[src/rtl/cpu_trace_buffer_pkg.sv]
// Shared types and constants for the i8080 instruction-trace recorder.
// Record layout, LSB first: hl, f, a, pc, step.
package trace_pkg;

    typedef enum logic [1:0] {
        IDLE  = 2'd0,
        ARMED = 2'd1,
        POST  = 2'd2,
        READ  = 2'd3
    } state_e;

    localparam int STEP_W_DEF  = 16;
    localparam int REC_FIXED_W = 48;
    localparam int REC_W       = STEP_W_DEF + REC_FIXED_W;

    localparam int HL_LSB   = 0;
    localparam int F_LSB    = 16;
    localparam int A_LSB    = 24;
    localparam int PC_LSB   = 32;
    localparam int STEP_LSB = 48;

    function automatic logic pc_match(input logic [15:0] pc_v,
                                      input logic [15:0] ref_v,
                                      input logic [15:0] mask_v);
        return ((pc_v ^ ref_v) & mask_v) == 16'h0000;
    endfunction

endpackage

[src/rtl/cpu_trace_buffer_if.sv]
// Valid/ready replay stream carrying one trace record per beat.
interface cpu_trace_buffer_if #(
    parameter int STEP_W = 16
);
    import trace_pkg::*;

    logic                          out_valid;
    logic                          out_ready;
    logic [STEP_W+REC_FIXED_W-1:0] out_data;
    logic                          out_last;

    modport master (output out_valid, output out_data, output out_last, input out_ready);
    modport slave  (input out_valid, input out_data, input out_last, output out_ready);

endinterface

[src/rtl/cpu_trace_buffer_trace_ram.sv]
// Simple dual-port record store: one write port, one registered read port.
module trace_ram #(
    parameter int DEPTH = 16,
    parameter int W     = 64
) (
    input  logic                     clk,
    input  logic                     rst_n,
    input  logic                     we,
    input  logic [$clog2(DEPTH)-1:0] waddr,
    input  logic [W-1:0]             wdata,
    input  logic                     re,
    input  logic [$clog2(DEPTH)-1:0] raddr,
    output logic [W-1:0]             rdata
);

    logic [W-1:0] mem_r [DEPTH];
    logic [W-1:0] rdata_r;

    // Storage array; contents are never reset.
    always_ff @(posedge clk) begin
        if (we) begin
            mem_r[waddr] <= wdata;
        end
    end

    // Read register holds its word until the next read enable.
    always_ff @(posedge clk or negedge rst_n) begin
        if (!rst_n) begin
            rdata_r <= '0;
        end else if (re) begin
            rdata_r <= mem_r[raddr];
        end
    end

    assign rdata = rdata_r;

endmodule

[src/rtl/cpu_trace_buffer.sv]
// Circular instruction-trace capture buffer with PC trigger and oldest-first replay.
// Optional PC window filter enabled by defining TRACE_FILTER_EN.
module cpu_trace_buffer
    import trace_pkg::*;
#(
    parameter int DEPTH  = 16,
    parameter int STEP_W = 16,
    parameter int POST_W = 8
) (
    input  logic              clk,
    input  logic              rst_n,
    input  logic              m1_strobe,
    input  logic [15:0]       pc,
    input  logic [7:0]        a,
    input  logic [7:0]        f,
    input  logic [15:0]       hl,
    input  logic              arm,
    input  logic              force_trig,
    input  logic              trig_en,
    input  logic [15:0]       trig_pc,
    input  logic [15:0]       trig_mask,
    input  logic [POST_W-1:0] post_count,
    input  logic [15:0]       filt_lo,
    input  logic [15:0]       filt_hi,
    cpu_trace_buffer_if.master out_if,
    output logic              busy,
    output logic              triggered,
    output logic              overflow
);

    localparam int PTR_W = $clog2(DEPTH);
    localparam int CNT_W = PTR_W + 1;
    localparam int RW    = STEP_W + REC_FIXED_W;

    state_e            state_r, next_state_s;
    logic [PTR_W-1:0]  wr_ptr_r, rd_ptr_r;
    logic [CNT_W-1:0]  count_r, remaining_r;
    logic [STEP_W-1:0] step_r;
    logic [POST_W-1:0] post_left_r;
    logic              triggered_r, overflow_r, busy_r;
    logic              out_valid_r, out_last_r;

    logic              pass_s, active_s, clear_s, cap_s, step_inc_s, trig_s;
    logic              post_done_s, rd_start_s, hs_s, last_hs_s, rd_en_s;
    logic [PTR_W-1:0]  rd_addr_s;
    logic [RW-1:0]     wdata_s, rdata_s;

`ifdef TRACE_FILTER_EN
    assign pass_s = (pc >= filt_lo) && (pc <= filt_hi);
`else
    logic unused_filt_s;
    assign pass_s        = 1'b1;
    assign unused_filt_s = ^{filt_lo, filt_hi};
`endif

    // State register.
    always_ff @(posedge clk or negedge rst_n) begin
        if (!rst_n) begin
            state_r <= IDLE;
        end else begin
            state_r <= next_state_s;
        end
    end

    // Control strobes decoded from the current state and inputs.
    always_comb begin
        active_s    = (state_r == ARMED) || (state_r == POST);
        clear_s     = arm && (state_r != READ);
        cap_s       = active_s && m1_strobe && pass_s && !arm;
        step_inc_s  = active_s && m1_strobe && !arm;
        // A record captured this cycle is evaluated against the trigger.
        trig_s      = (state_r == ARMED) && !arm &&
                      (force_trig || (cap_s && trig_en && pc_match(pc, trig_pc, trig_mask)));
        post_done_s = (state_r == POST) && cap_s && (post_left_r == POST_W'(1));
        rd_start_s  = (state_r == READ) && !out_valid_r;
        hs_s        = out_valid_r && out_if.out_ready;
        last_hs_s   = hs_s && (remaining_r == CNT_W'(1));
        rd_en_s     = (rd_start_s && (count_r != CNT_W'(0))) || (hs_s && !last_hs_s);
        if (rd_start_s) begin
            rd_addr_s = wr_ptr_r - count_r[PTR_W-1:0];
        end else begin
            rd_addr_s = rd_ptr_r;
        end
    end

    // Next-state logic.
    always_comb begin
        next_state_s = state_r;
        case (state_r)
            IDLE: begin
                if (clear_s) next_state_s = ARMED;
                else         next_state_s = IDLE;
            end
            ARMED: begin
                if (clear_s)                             next_state_s = ARMED;
                else if (trig_s && (post_count == '0))   next_state_s = READ;
                else if (trig_s)                         next_state_s = POST;
                else                                     next_state_s = ARMED;
            end
            POST: begin
                if (clear_s)          next_state_s = ARMED;
                else if (post_done_s) next_state_s = READ;
                else                  next_state_s = POST;
            end
            READ: begin
                if (rd_start_s && (count_r == CNT_W'(0))) next_state_s = IDLE;
                else if (last_hs_s)                       next_state_s = IDLE;
                else                                      next_state_s = READ;
            end
            default: next_state_s = IDLE;
        endcase
    end

    // Record word assembled from the tapped CPU state.
    always_comb begin
        wdata_s                        = '0;
        wdata_s[HL_LSB +: 16]          = hl;
        wdata_s[F_LSB +: 8]            = f;
        wdata_s[A_LSB +: 8]            = a;
        wdata_s[PC_LSB +: 16]          = pc;
        wdata_s[STEP_LSB +: STEP_W]    = step_r;
    end

    // Capture pointers, step counter and trigger bookkeeping.
    always_ff @(posedge clk or negedge rst_n) begin
        if (!rst_n) begin
            wr_ptr_r    <= '0;
            count_r     <= '0;
            step_r      <= '0;
            post_left_r <= '0;
            triggered_r <= 1'b0;
            overflow_r  <= 1'b0;
        end else if (clear_s) begin
            wr_ptr_r    <= '0;
            count_r     <= '0;
            step_r      <= '0;
            triggered_r <= 1'b0;
            overflow_r  <= 1'b0;
        end else begin
            if (cap_s) begin
                wr_ptr_r <= wr_ptr_r + PTR_W'(1);
                if (count_r == CNT_W'(DEPTH)) overflow_r <= 1'b1;
                else                          count_r    <= count_r + CNT_W'(1);
            end
            if (step_inc_s) begin
                step_r <= step_r + STEP_W'(1);
            end
            if (trig_s) begin
                triggered_r <= 1'b1;
                post_left_r <= post_count;
            end else if ((state_r == POST) && cap_s) begin
                post_left_r <= post_left_r - POST_W'(1);
            end
        end
    end

    // Replay engine: loads the oldest record, then advances on each accepted beat.
    always_ff @(posedge clk or negedge rst_n) begin
        if (!rst_n) begin
            rd_ptr_r    <= '0;
            remaining_r <= '0;
            out_valid_r <= 1'b0;
            out_last_r  <= 1'b0;
            busy_r      <= 1'b0;
        end else begin
            busy_r <= (next_state_s != IDLE);
            if (rd_start_s) begin
                rd_ptr_r    <= rd_addr_s + PTR_W'(1);
                remaining_r <= count_r;
                out_valid_r <= (count_r != CNT_W'(0));
                out_last_r  <= (count_r == CNT_W'(1));
            end else if (last_hs_s) begin
                out_valid_r <= 1'b0;
                out_last_r  <= 1'b0;
            end else if (hs_s) begin
                rd_ptr_r    <= rd_ptr_r + PTR_W'(1);
                remaining_r <= remaining_r - CNT_W'(1);
                out_last_r  <= (remaining_r == CNT_W'(2));
            end
        end
    end

    trace_ram #(
        .DEPTH (DEPTH),
        .W     (RW)
    ) u_ram (
        .clk   (clk),
        .rst_n (rst_n),
        .we    (cap_s),
        .waddr (wr_ptr_r),
        .wdata (wdata_s),
        .re    (rd_en_s),
        .raddr (rd_addr_s),
        .rdata (rdata_s)
    );

    assign out_if.out_valid = out_valid_r;
    assign out_if.out_last  = out_last_r;
    assign out_if.out_data  = rdata_s;
    assign busy             = busy_r;
    assign triggered        = triggered_r;
    assign overflow         = overflow_r;

endmodule

[src/flat_wrapper.sv]
// flat-port wrapper written by rule: the top's interface ports become plain ports
module cpu_trace_buffer_flat import trace_pkg::*;
#(
    parameter int DEPTH  = 16,
    parameter int STEP_W = 16,
    parameter int POST_W = 8
)
  (clk, rst_n, m1_strobe, pc, a, f, hl, arm, force_trig, trig_en, trig_pc, trig_mask, post_count, filt_lo, filt_hi, busy, triggered, overflow, out_if_out_valid, out_if_out_data, out_if_out_last, out_if_out_ready);
  cpu_trace_buffer_if #(.STEP_W(STEP_W)) out_if_i ();
  input  logic clk;
  input  logic rst_n;
  input  logic m1_strobe;
  input  logic [15:0] pc;
  input  logic [7:0] a;
  input  logic [7:0] f;
  input  logic [15:0] hl;
  input  logic arm;
  input  logic force_trig;
  input  logic trig_en;
  input  logic [15:0] trig_pc;
  input  logic [15:0] trig_mask;
  input  logic [POST_W-1:0] post_count;
  input  logic [15:0] filt_lo;
  input  logic [15:0] filt_hi;
  output logic busy;
  output logic triggered;
  output logic overflow;
  output wire logic [$bits(out_if_i.out_valid)-1:0] out_if_out_valid;
  output wire logic [$bits(out_if_i.out_data)-1:0] out_if_out_data;
  output wire logic [$bits(out_if_i.out_last)-1:0] out_if_out_last;
  input wire logic [$bits(out_if_i.out_ready)-1:0] out_if_out_ready;
  assign out_if_out_valid = out_if_i.out_valid;
  assign out_if_out_data = out_if_i.out_data;
  assign out_if_out_last = out_if_i.out_last;
  assign out_if_i.out_ready = out_if_out_ready;
  cpu_trace_buffer #(.DEPTH(DEPTH), .STEP_W(STEP_W), .POST_W(POST_W)) u_core (.clk(clk), .rst_n(rst_n), .m1_strobe(m1_strobe), .pc(pc), .a(a), .f(f), .hl(hl), .arm(arm), .force_trig(force_trig), .trig_en(trig_en), .trig_pc(trig_pc), .trig_mask(trig_mask), .post_count(post_count), .filt_lo(filt_lo), .filt_hi(filt_hi), .out_if(out_if_i), .busy(busy), .triggered(triggered), .overflow(overflow));
endmodule
[config.mk]
export PLATFORM = sky130hd
export DESIGN_NAME = cpu_trace_buffer_flat
export DESIGN_NICKNAME = d
export VERILOG_FILES = /design/src/rtl/cpu_trace_buffer_pkg.sv /design/src/rtl/cpu_trace_buffer_if.sv /design/src/rtl/cpu_trace_buffer_trace_ram.sv /design/src/rtl/cpu_trace_buffer.sv /design/src/flat_wrapper.sv
export SDC_FILE = /design/constraint.sdc
export NUM_CORES = 1
export LEC_CHECK = 0
export ABC_CLOCK_PERIOD_IN_PS = 8200
export CAP_MARGIN = 20
export CORE_MARGIN = 2
export CORE_UTILIZATION = 55
export DETAILED_ROUTE_END_ITERATION = 8
export PLACE_DENSITY = 0.73
export SYNTH_ARGS = -nofsm -noshare
export SYNTH_HDL_FRONTEND = slang
export SYNTH_SLANG_ARGS = --single-unit
[constraint.sdc]
create_clock -name clk -period 8.2 [get_ports clk]
set_input_delay 0.82 -clock clk [delete_from_list [all_inputs] [get_ports clk]]
set_output_delay 0.82 -clock clk [all_outputs]
set_load 0.05 [all_outputs]
==> impl_results.md <==
- DR iter-0 viols: 2385
- Critical Path Start Type: flip-flop
- Cell Area, Synth: 45000 um2
- Met3 WL post-DR: 7100 um
- M1 WL: 41400 um
- DIE AREA: 84200 um2
- Port buffer count: 163
- Starting Density: 55.7%
- Setup violators final: 0
- Critical Path RT: 8740 ps
- Post-Synth Adder-Cell Area: 0.628%
- Async SR Flop Fraction: 9.94%
- Clock Sinks: 1137
- Cell count after synthesis: 2813
- Measured slew at the worst slew-check pin: 1190 ps
- Clock Path Buffers: 3
- Synth area leader: edfxtp_1
- Post-route ant nets: 0
- CP peak stage delay: 820 ps
- Synth area leaders: edfxtp_1 68%, mux2i_1 7.1%, dfrtp_1 6.3%
- Hold Path Class: in -> async
- DR pass1 iterations: 6
- Compound-gate portion of the synthesized area: 3.18%
- Critical path endpoint category: flip-flop
- First-pass GRT wire length: 154000 um
- Vias: 25.1k
- Clock slew at reported path FFs: 60 ps
- Die Y: 290 um
- Post-CTS setup buffer count: 0
- H-tree Lvls: 3
- Power Density: 325 nW/um2
- Count of cell types in the netlist: 63
- Post-synthesis mux area share: 10.5%
- Area growth syn-to-layout: 13.7%
- Later-pin clock latency in the skew report: 670 ps
- Reg-to-reg setup timing slack: 3680 ps
- Count of hold-fix buffers inserted at cts: 0
- GPL Wtd Cong: 0.759
- Post-Route WL: 103000 um
- FF-to-FF End: u_core.u_ram.rdata[35]
- Seq cells post-synth: 1137
- Slew headroom: 20.7%
- Core ar.: 80800 um2
- Max frequency: 0.221 GHz
- Register area share after synthesis: 74.6%
- Die width: 290 um
- Crit Reg-Reg Startpoint: u_core.wr_ptr_r[0]
- Resized Gates After CTS: 0
- DR WL met2: 51700 um
- Lkg Pwr: 0.0180 uW
- Synth Area in Simple Gates: 8.59%
- RSZ-0062 raised after global routing: no
- DPL Wire Length: 51900 um
- Fin. max-slew vios: 0
- Final worst-path cycle share: 55.2%
- Crit-path max FO: 45
- Max VDD drop: 0.371 mV
- Tmin final: 4520 ps
- Nets: 3125
- Worst Skew: 21.2 ps
- Largest net degree at the start of global routing: 174
- Vias in the first global route: 25.7k
- Syn nets: 2962
- EDFF count, synth: 1024
- Setup total negative slack: 0 ps
- Synth warnings: 0
- Total power: 16700 uW
- Wirelength per Cell: 25.0 um
- Worst r2r path cells: 11
- Top-area cell type share of the netlist area: 68.3%
- CP cell instances: inv_1 -> ha_1 -> inv_1 -> fa_1 -> mux2i_4 -> clkinv_2 -> nor2_4 -> buf_4 -> a32oi_1 -> a31oi_1 -> nor3_1
- Fraction of layout cells with a size suffix above 1: 9.81%
- Max-cap violations: 0
- Vias per cell: 6.09
- Post-Synth XOR/XNOR Area: 0.700%
- Largest family of logic cells by synthesized area: multiplexers
- Cell row count: 104
- Outcome: finished clean
- Total global-route track usage: 24.3%
- CP dominant cell by count: inv_1
- Initial antenna violation count: 3
- DR top layer: met5
- Syn Area/Cell: 16.0 um2
- Prevailing post-synth register cell: edfxtp_1
- Worst EP arrival: 5060 ps
- Inserted Clock Buffers: 111
- I/O pins: 196
- Critical path class: reg -> reg
- Fin. Hold Viols: 0
- Grt ovf: 0
- Root Buffer: clkbuf_16
- DRC viols: 0
- CTS tree: built
- Crit path max-delay cell type: nor2_4
critical path, delay by kind of cell, from the launching register on:
family,cells,cell delay [ps]
compound gates,2,530
fa+ha+maj,2,680
buf+inv,4,1480
flops,1,430
mux,1,310
simple gates,2,920
cell usage after synthesis (all sizes together) (2+ instances only):
cell type / count
nor3: 70
o211ai: 2
nand2: 432
buf: 90
edfxtp: 1024
a32oi: 65
mux2: 6
a21oi: 9
clkbuf: 59
dfrtp: 113
a22oi: 12
nand3: 145
a31oi: 65
ha: 21
xor2: 27
xnor2: 9
nand2b: 2
nor2: 94
a311oi: 2
nand4: 12
and3: 4
and2: 17
mux2i: 322
a221o: 2
nor2b: 67
o21ai: 26
nor3b: 3
a211oi: 2
inv: 19
mux4: 63
o31ai: 4
nor4b: 3
nor4: 5
where the power goes:
part / internal [uW] / switching, uW
Combinational: 1830 / 3050
Clock: 2820 / 2080
Sequential: 6620 / 252
kinds of logic (layout without fill, tap and decap cells):
group / count (synthesis) / in the layout
DFF: 1137 / 1137
and+or+nand+nor: 860 / 860
muxes: 391 / 391
AOI/OAI and AO/OA: 199 / 199
buffers and inverters: 168 / 422
xor gates and xnor gates: 36 / 36
adders and majority gates: 22 / 22
other: 0 / 1
flip-flops by register name, summed over array words and instances, names as in the netlist:
name and count:
u_core.u_ram.mem_r 1024, u_core.u_ram.rdata 64, u_core.step_r 16, u_core.post_left_r 8, u_core.count_r 5, u_core.remaining_r 5
u_core.rd_ptr_r 4, u_core.wr_ptr_r 4, u_core.state_r 2, u_core.busy 1, u_core.out_if.out_last 1, u_core.out_if.out_valid 1
u_core.overflow 1, u_core.triggered 1
cell usage in the layout, fill, tap and decap left out, types with 17 or more instances in the layout:
cell type	instances
a31oi_1	65
a32oi_1	65
buf_4	33
clkbuf_1	22
clkbuf_16	113
clkdlybuf4s50_1	162
clkinv_1	22
clkinv_2	24
dfrtp_1	113
edfxtp_1	1024
ha_1	21
inv_1	17
mux2i_1	321
mux4_2	63
nand2_1	432
nand3_1	145
nor2_1	90
nor2b_1	67
nor3_1	65
o21ai_0	26
xor2_1	27
final cells by class:
type | count | area, um2
inverter | 19 | 77.6
sequential | 1137 | 33600
clock buffer | 145 | 3050
timing repair buffer | 199 | 1940
tap | 1060 | 1330
multi-input combinational | 1508 | 10700
antenna | 1 | 2.50
clock inverter | 59 | 482
fill | 5488 | 29600
metal layers:
metal,GRT usage (%),vias up
li1,-,11063
met1,32.3,12733
met2,41.6,1105
met3,3.79,221
met4,7.70,4
met5,0,-
through the flow:
| step | hold slack, ps | util [%] | instances | area (um2) | setup slack (ps) |
|---|---|---|---|---|---|
| detailed placement | 478 | 59.0 | 3922 | 47600 | 3580 |
| floorplan | 470 | - | 2813 | 45000 | 4510 |
| global placement | 466 | 59.0 | 3922 | 47600 | 3650 |
| finish | 244 | 63.3 | 4128 | 51200 | 3680 |
| CTS | 242 | 63.3 | 4126 | 51200 | 3580 |
| global route | 264 | 63.3 | 4128 | 51200 | 3530 |
worst max-delay path by stage:
stage               cells after the start                from                        to
floorplan                               6                 arm  u_core.u_ram.mem_r[4][0]
global placement                       11  u_core.wr_ptr_r[0]    u_core.u_ram.rdata[32]
detailed placement                     11  u_core.wr_ptr_r[0]    u_core.u_ram.rdata[32]
CTS                                    11  u_core.wr_ptr_r[0]    u_core.u_ram.rdata[13]
global route                           11  u_core.wr_ptr_r[0]    u_core.u_ram.rdata[35]
finish                                 11  u_core.wr_ptr_r[0]    u_core.u_ram.rdata[35]
Note: power is estimated with default switching activity, not from simulation.
